===== src/rtl/inst_loader_pkg.sv =====
// Shared types and constants for the instruction-memory loader:
// FSM state encoding, default address width and header length.
package inst_loader_pkg;

  localparam int DEF_ADDR_W = 10;
  localparam int HDR_LEN    = 2;

  typedef enum logic [2:0] {
    ST_IDLE,
    ST_LEN_LO,
    ST_LEN_HI,
    ST_DATA,
    ST_CHK,
    ST_DONE
  } state_t;

  // States in which the loader is consuming the byte stream.
  function automatic logic rx_state(input state_t s);
    return (s == ST_LEN_LO) || (s == ST_LEN_HI) || (s == ST_DATA) || (s == ST_CHK);
  endfunction

endpackage


===== src/rtl/inst_mem_loader_byte_packer.sv =====
// Assembles four consecutive bytes into a little-endian 32-bit word and
// flags the word in the cycle after its fourth byte arrives.
module byte_packer (
  input  logic        clk,
  input  logic        reset,
  input  logic        clear,
  input  logic        byte_valid,
  input  logic [7:0]  byte_data,
  output logic        byte_last,
  output logic [31:0] word,
  output logic        word_valid
);

  logic [1:0]  cnt_q, cnt_d;
  logic [31:0] word_q, word_d;
  logic        valid_q, valid_d;

  assign byte_last = byte_valid && (cnt_q == 2'd3);

  always_comb begin
    cnt_d   = cnt_q;
    word_d  = word_q;
    valid_d = byte_last;
    if (clear) begin
      cnt_d = 2'd0;
    end else if (byte_valid) begin
      // Shift right so the first byte ends up in bits [7:0].
      word_d = {byte_data, word_q[31:8]};
      cnt_d  = cnt_q + 2'd1;
    end
  end

  always_ff @(posedge clk) begin
    if (reset) begin
      cnt_q   <= 2'd0;
      word_q  <= 32'd0;
      valid_q <= 1'b0;
    end else begin
      cnt_q   <= cnt_d;
      word_q  <= word_d;
      valid_q <= valid_d;
    end
  end

  assign word       = word_q;
  assign word_valid = valid_q;

endmodule


===== src/rtl/inst_mem_loader.sv =====
// Loads a length-prefixed byte stream into instruction memory while holding the CPU.
// Optional trailing XOR checksum byte is enabled by defining LOADER_CHECKSUM_EN.
module inst_mem_loader
  import inst_loader_pkg::*;
#(
  parameter int ADDR_W = DEF_ADDR_W
) (
  input  logic              clk,
  input  logic              reset,
  input  logic              start,
  input  logic              rx_valid,
  input  logic [7:0]        rx_data,
  output logic              rx_ready,
  output logic              wr_en,
  output logic [ADDR_W-1:0] wr_addr,
  output logic [31:0]       wr_data,
  output logic              cpu_hold,
  output logic              busy,
  output logic              done,
  output logic              err
);

  localparam int          HDR_BITS  = HDR_LEN * 8;
  localparam logic [31:0] MAX_WORDS = 32'(1) << ADDR_W;

  state_t              state_q, state_d;
  logic [HDR_BITS-1:0] n_q, n_d;
  logic [ADDR_W-1:0]   idx_q, idx_d;
  logic                err_q, err_d;
  logic                busy_q, busy_d;
  logic                done_q, done_d;
  logic                rx_ready_q, rx_ready_d;
`ifdef LOADER_CHECKSUM_EN
  logic [7:0]          chk_q, chk_d;
`endif

  logic                xfer, start_ok, pk_valid, pk_last, pk_word_valid, last_word;
  logic [31:0]         pk_word;
  logic [HDR_BITS-1:0] hdr_n;

  assign xfer      = rx_valid && rx_ready_q;
  assign start_ok  = (state_q == ST_IDLE) && start;
  assign pk_valid  = xfer && (state_q == ST_DATA);
  assign hdr_n     = {rx_data, n_q[7:0]};
  assign last_word = (32'(idx_q) == 32'(n_q) - 32'd1);

  byte_packer u_packer (
    .clk        (clk),
    .reset      (reset),
    .clear      (start_ok),
    .byte_valid (pk_valid),
    .byte_data  (rx_data),
    .byte_last  (pk_last),
    .word       (pk_word),
    .word_valid (pk_word_valid)
  );

  always_comb begin
    state_d = state_q;
    n_d     = n_q;
    idx_d   = idx_q;
    err_d   = err_q;
`ifdef LOADER_CHECKSUM_EN
    chk_d   = chk_q;
`endif
    if (pk_word_valid) idx_d = idx_q + {{(ADDR_W-1){1'b0}}, 1'b1};

    case (state_q)
      ST_IDLE: begin
        if (start) begin
          state_d = ST_LEN_LO;
          err_d   = 1'b0;
          idx_d   = '0;
`ifdef LOADER_CHECKSUM_EN
          chk_d   = 8'd0;
`endif
        end
      end
      ST_LEN_LO: begin
        if (xfer) begin
          n_d     = {{(HDR_BITS-8){1'b0}}, rx_data};
          state_d = ST_LEN_HI;
        end
      end
      ST_LEN_HI: begin
        if (xfer) begin
          n_d = hdr_n;
          if ((hdr_n == '0) || (32'(hdr_n) > MAX_WORDS)) begin
            err_d   = 1'b1;
            state_d = ST_DONE;
          end else begin
            state_d = ST_DATA;
          end
        end
      end
      ST_DATA: begin
`ifdef LOADER_CHECKSUM_EN
        if (xfer) chk_d = chk_q ^ rx_data;
        if (pk_last && last_word) state_d = ST_CHK;
`else
        // Leave on the final byte so no further byte is pulled into the packer.
        if (pk_last && last_word) state_d = ST_DONE;
`endif
      end
      ST_CHK: begin
`ifdef LOADER_CHECKSUM_EN
        if (xfer) begin
          if (rx_data != chk_q) err_d = 1'b1;
          state_d = ST_DONE;
        end
`else
        state_d = ST_DONE;
`endif
      end
      ST_DONE: state_d = ST_IDLE;
      default: state_d = ST_IDLE;
    endcase

    rx_ready_d = rx_state(state_d);
    busy_d     = rx_state(state_d);
    done_d     = (state_d == ST_DONE);
  end

  always_ff @(posedge clk) begin
    if (reset) begin
      state_q    <= ST_IDLE;
      n_q        <= '0;
      idx_q      <= '0;
      err_q      <= 1'b0;
      busy_q     <= 1'b0;
      done_q     <= 1'b0;
      rx_ready_q <= 1'b0;
`ifdef LOADER_CHECKSUM_EN
      chk_q      <= 8'd0;
`endif
    end else begin
      state_q    <= state_d;
      n_q        <= n_d;
      idx_q      <= idx_d;
      err_q      <= err_d;
      busy_q     <= busy_d;
      done_q     <= done_d;
      rx_ready_q <= rx_ready_d;
`ifdef LOADER_CHECKSUM_EN
      chk_q      <= chk_d;
`endif
    end
  end

  assign rx_ready = rx_ready_q;
  assign wr_en    = pk_word_valid;
  assign wr_addr  = idx_q;
  assign wr_data  = pk_word;
  assign cpu_hold = busy_q;
  assign busy     = busy_q;
  assign done     = done_q;
  assign err      = err_q;

endmodule


===== config.mk =====
export PLATFORM = sky130hd
export DESIGN_NAME = inst_mem_loader
export DESIGN_NICKNAME = d
export VERILOG_FILES = /design/src/rtl/inst_loader_pkg.sv /design/src/rtl/inst_mem_loader_byte_packer.sv /design/src/rtl/inst_mem_loader.sv
export SDC_FILE = /design/constraint.sdc
export NUM_CORES = 1
export LEC_CHECK = 0
export ABC_AREA = 1
export ABC_CLOCK_PERIOD_IN_PS = 3300
export BUFFER_PORTS_ARGS = -buffer_cell sky130_fd_sc_hd__buf_4
export CAP_MARGIN = 25
export CORE_ASPECT_RATIO = 0.75
export CORE_MARGIN = 4
export CORE_UTILIZATION = 55
export CTS_CLUSTER_DIAMETER = 60
export DETAILED_ROUTE_END_ITERATION = 8
export GPL_TIMING_DRIVEN = 0
export PLACE_DENSITY = 0.79
export RECOVER_POWER = 50
export SYNTH_ARGS = -nofsm -noshare
export SYNTH_HDL_FRONTEND = slang
export SYNTH_SLANG_ARGS = --single-unit

===== constraint.sdc =====
create_clock -name clk -period 3.3 [get_ports clk]
set_input_delay 0.495 -clock clk [delete_from_list [all_inputs] [get_ports clk]]
set_output_delay 0.495 -clock clk [all_outputs]
set_load 0.02 [all_outputs]

[Word level (Yosys, flattened, before mapping)]
Index checks and enable logic that the tools add are counted.
Word-level totals
  register bits: 67
  input bits: 12
  output and inout bits: 48
  word-level logic and storage cells: 65
Operators by class
  $add $sub $neg: 3
  magnitude comparators: 1
  equal/unequal tests: 15
  mux-type cells: 16
  bitwise logic cells: 2
  reduce and logical (&&, ||, !) cells: 18
Operator list (count)
  $eq A10 B32 Y1: 1
  $mux W16: 2
  $pmux W16 S2: 1
  $mux W10: 3
  $sub A16 B1 Y17 const B: 1
  $gt A16 B11 Y1 const B: 1
  $logic_not A16 Y1: 1
  $mux W3: 5
  $pmux W3 S5: 1
  $eq A3 B2 Y1 const B: 4
  $add A10 B1 Y10 const B: 1
  $eq A3 B3 Y1 const B: 3
  $ne A2 B2 Y1 const B: 4
  $eq A3 B1 Y1 const B: 2
  $reduce_and A3 Y1: 2
  $logic_and A1 B1 Y1: 5
  $logic_or A1 B1 Y1: 4
  $reduce_and A4 Y1: 1
  $reduce_bool A2 Y1: 2
  $logic_not A3 Y1: 1
  $mux W1: 3
  $add A2 B1 Y2 const B: 1
  $eq A2 B2 Y1 const B: 1
  $not A1 Y1: 2
  3 further kinds: 3

[Longest topological paths before layout]
  depth after elaboration: 10
  gate-level depth with buffers: 17
  depth with buffers taken out: 17

[Hierarchy]
From an unflattened synthesis, not the netlist that was laid out.
Second synthesis, totals
  cell total of the unflattened synthesis: 564
  area, all modules: 3607.2 um^2
By module, submodules not included
  inst_mem_loader: instances 1, cells each 342, area each 2108.3 um^2, sequential area each 640.6 um^2
  byte_packer: instances 1, cells each 222, area each 1498.9 um^2, sequential area each 700.7 um^2

[Least setup slack after synthesis]
Ideal clock, no wire load.
  path type: flip-flop to flip-flop
  from: register n_q[0]
  to: register rx_ready_q (netlist: rx_ready)
  setup time: 0.112 ns
  arrival: 1.532 ns
  path slack: 1.656 ns
  stages on the path, launching flop included: 17
  path buffers: 0
  period minus slack after synthesis: 1.644 ns
  path through: dfxtp_1 -> inv_1 -> ha_1 -> nand2_1 -> nand2_1 -> nor2_1 -> nand2_1 -> nor2_1 -> nand2_1 -> nor2_1 -> nand2_1 -> nor2_1 -> nand2_1 -> nand2_1 -> nand2_1 -> nor2_1 -> nor2_1
Between the ends
  word-level cells in the longest chain between the ends: 9
  elaborated cells on any way between the ends: 17
  classes of those cells: 1 x add/sub; 1 x order compare; 5 x eq/ne; 4 x mux; 6 x reduce/logical
RTL lines
  start: declaration: RTL line inst_mem_loader.sv:27  | logic [HDR_BITS-1:0] n_q, n_d;
  start signal: assignment: RTL line inst_mem_loader.sv:138  | n_q <= n_d;
  $sub A16 B1 Y17, or another cell as far along: RTL line inst_mem_loader.sv:45  | assign last_word = (32'(idx_q) == 32'(n_q) - 32'd1);
  $eq A10 B32 Y1 / $logic_or A1 B1 Y1 (equally long branches): RTL line inst_mem_loader.sv:45, inst_mem_loader.sv:88
  $logic_and A1 B1 Y1 / $mux W3 (equally long branches): RTL line inst_mem_loader.sv:102, inst_mem_loader.sv:88
  $mux W3, on equally long branches: RTL line inst_mem_loader.sv:102, inst_mem_loader.sv:86
  $pmux W3 S5 *: RTL line inst_mem_loader.sv:68  | case (state_q)
  $eq A3 B1 Y1 / $eq A3 B2 Y1 (equally long branches): RTL line inst_loader_pkg.sv:19  | return (s == ST_LEN_LO) || (s == ST_LEN_HI) || (s == ST_DATA) || (s == ST_CHK);
  $logic_or A1 B1 Y1 (2 in series): RTL line inst_loader_pkg.sv:19
  $logic_or A1 B1 Y1 *: RTL line inst_loader_pkg.sv:19
  end signal: assignment: RTL line inst_mem_loader.sv:143  | rx_ready_q <= rx_ready_d;
  end: declaration: RTL line inst_mem_loader.sv:32  | logic rx_ready_q, rx_ready_d;
Mark *: on every way between the ends. The rest lies on a longest branch, timed or not.
A chain may end at the register's enable or synchronous reset.

[Worst setup path after layout]
Same ends and word-level chain as after synthesis.

==> metrics <==
worst slew pin tran 0.613 ns; sequential share of the synthesized area 43.0%; number of clock sinks 67; # rows 23; Synthesized Nets 473; Vert. Die Dim 73.2 um; top cell type's share of synthesized area 43.0%; TritonRoute pass-1 iters 7; final setup violation count 0; arrival time at the worst endpoint 2.26 ns; Antenna Cells 0; area delta synth->final 18.9%; final setup TNS 0 ns; cell family with most CP delay simple AND/OR/NAND/NOR gates; Pleak 1.54 nW; Synth cell types 29; Peak VDD IR 0.288 mV; chip width 95.0 um; I/O pins 60; CTS tree done; Worst setup EP type register; Hold Vio Cnt, Final 0; final core utilization 68.6%; fin crit period 2.01 ns; synthesized area per cell 6.81 sq um; number of synthesized flops with an enable pin 0; Initial Utilization 57.7%; # DRC 0; Post-CTS Setup Inserts 0; cell count after synthesis 458; DR vias/cell 5.25; via count 3194; GPL Wtd Cong 0.934; max-cap violations 0; count leader, synth nand2_1; Slew Viols, Final 0; Synth Warn # 0; status complete, no violations; HPWL Detailed 6.40 mm; dpl ws 1.28 ns; PD cells 482 nW/um^2; global-route wire length before repair 13.7 mm; ys flop type dfxtp_1; final net count 543; CP max FO 4; cell mode on critical path nand2_1; Post-synth ARST share 0%; Hold WC Path Type primary input to register; RSZ-0062 raised after global routing no; gr usage total 25.9%; layout cell share with drive strength beyond 1 9.57%; crit-path cells inv_1 -> ha_1 -> nand2_1 -> nand2_1 -> nor2_1 -> nand2_1 -> nor2_1 -> nand2_1 -> nor2_1 -> nand2_1 -> nor2_1 -> nand2_1 -> nand2_1 -> nand2_1 -> nor2_1 -> nor2_1; Synth area leader dfxtp_1; FMAX 0.498 GHz; vias in the first global route 2876; CTS Root Cell clkbuf_8; die area 6960 sq um; Post-Syn Area 3120 sq um; CORE AREA 5410 sq um; Buf/Inv on CP 1; fill count 518; Final WS setup 1.29 ns; critical path's slowest cell dfxtp_1; Reg clk slew, reported paths 0.07 ns; slowest stage delay, CP 0.35 ns; PortBufs 59; crit share post-route 60.8%; largest net degree at the start of global routing 13; CTS buffer count 9; Slew headroom 58.7%; post-CTS sizing 0; grt total ovfl 0; Synth area leaders dfxtp_1 43%, nand2_1 12%, nor2_1 11%; Post-Place Cell Area 3660 sq um; worst path required time 3.55 ns; clk buf depth 2; Final Total Pwr 1.79 mW; final instance area 3710 sq um; initial antenna violation count 0; Routed WL per cell 13.9 um; worst clock skew 0.00634 ns; Final ANT Viol Nets 0; synth cell count leaders 96 x nand2_1, 91 x nor2_1, 67 x dfxtp_1; crit start category register; drt first-iter violations 162; # hold bufs at CTS 0; Yosys reg bits 67; Worst-Skew Late Latency 0.35 ns; Post-Route WL 8.46 mm; CP Class register to register; H-Tree Depth 3
metrics by stage:
stage	instances	hold WS, ns
after floorplan	458	0.448
after global placement	592	0.456
after detailed placement	592	0.464
after CTS	608	0.353
after global routing	608	0.353
final	608	0.364
layout by cell type (no fill, tap or decap), types with 2 or more instances in the layout:
| cell | netlist | layout |
|---|---|---|
| nor2_2 | 5 | 5 |
| bufinv_16 | 0 | 2 |
| buf_2 | 4 | 3 |
| clkbuf_1 | 11 | 58 |
| nand4_1 | 5 | 5 |
| nand2_1 | 96 | 96 |
| nand2_2 | 4 | 4 |
| dfxtp_1 | 67 | 67 |
| nor3_1 | 4 | 4 |
| nor4_1 | 2 | 2 |
| ha_1 | 3 | 3 |
| clkinvlp_4 | 0 | 2 |
| clkbuf_8 | 0 | 10 |
| inv_1 | 42 | 43 |
| nor2_1 | 91 | 91 |
| xor2_1 | 2 | 2 |
| a211oi_1 | 8 | 8 |
| nor2_4 | 2 | 2 |
| buf_4 | 3 | 14 |
| clkbuf_4 | 0 | 2 |
| a21oi_1 | 38 | 38 |
| xnor2_1 | 3 | 3 |
| nand3_1 | 19 | 19 |
| o21ai_0 | 39 | 39 |
power breakdown:
part           leakage [nW]  total [mW]  internal (mW)  switching [mW]
registers             0.540       0.824          0.816         0.00813
logic                 0.892       0.185         0.0628           0.122
clock network         0.108       0.778          0.446           0.332
per-layer routing:
| metal | GRT usage (%) | wire length (um) | up-vias |
|---|---|---|---|
| met5 | 0 | 0 | - |
| met4 | 7.20 | 97 | 0 |
| met3 | 8.35 | 767 | 11 |
| met2 | 38.1 | 3690 | 129 |
| met1 | 36.4 | 3910 | 1442 |
| li1 | - | - | 1612 |
path summary, 6_finish.rpt:
path                                        from                        endpoint  slack [ns]  cells after the start
setup / recovery             n_q[0]$_SDFFE_PP0P_             rx_ready$_SDFF_PP0_        1.29                     16
hold / removal                             reset             n_q[0]$_SDFFE_PP0P_        0.36                      2
setup reg to reg             n_q[0]$_SDFFE_PP0P_             rx_ready$_SDFF_PP0_        1.29                     16
hold reg to reg   u_packer.cnt_q[1]$_SDFFE_PP0P_  u_packer.cnt_q[1]$_SDFFE_PP0P_        0.47                      2
state kept, by name, summed over array words and instances, names as in the netlist:
register             cells
u_packer.word           32
n_q                     16
wr_addr                 10
state_q                  3
u_packer.cnt_q           2
done                     1
err                      1
rx_ready                 1
u_packer.word_valid      1
cell families (layout without fill, tap and decap cells):
family,after synthesis,after routing,synth area share [%]
AO/OA/AOI/OAI,89,89,15.3
XOR/XNOR,5,5,1.40
adder cells (fa/ha/maj),3,3,1.20
buffers and inverters,63,138,8.14
flip-flops,67,67,43.0
AND/OR/NAND/NOR,231,231,31.0
final cells by class:
class,instances,area [sq um],share of cell area (%)
Tap cell,75,93.8,2.53
Clock buffer,10,138,3.71
Sequential cell,67,1340,36.2
Clock inverter,6,88.8,2.39
Buffer,19,87.6,2.36
Multi-Input combinational cell,328,1530,41.1
Timing Repair Buffer,59,270,7.28
Inverter,44,165,4.45
Power figures use the tool's default switching activity.
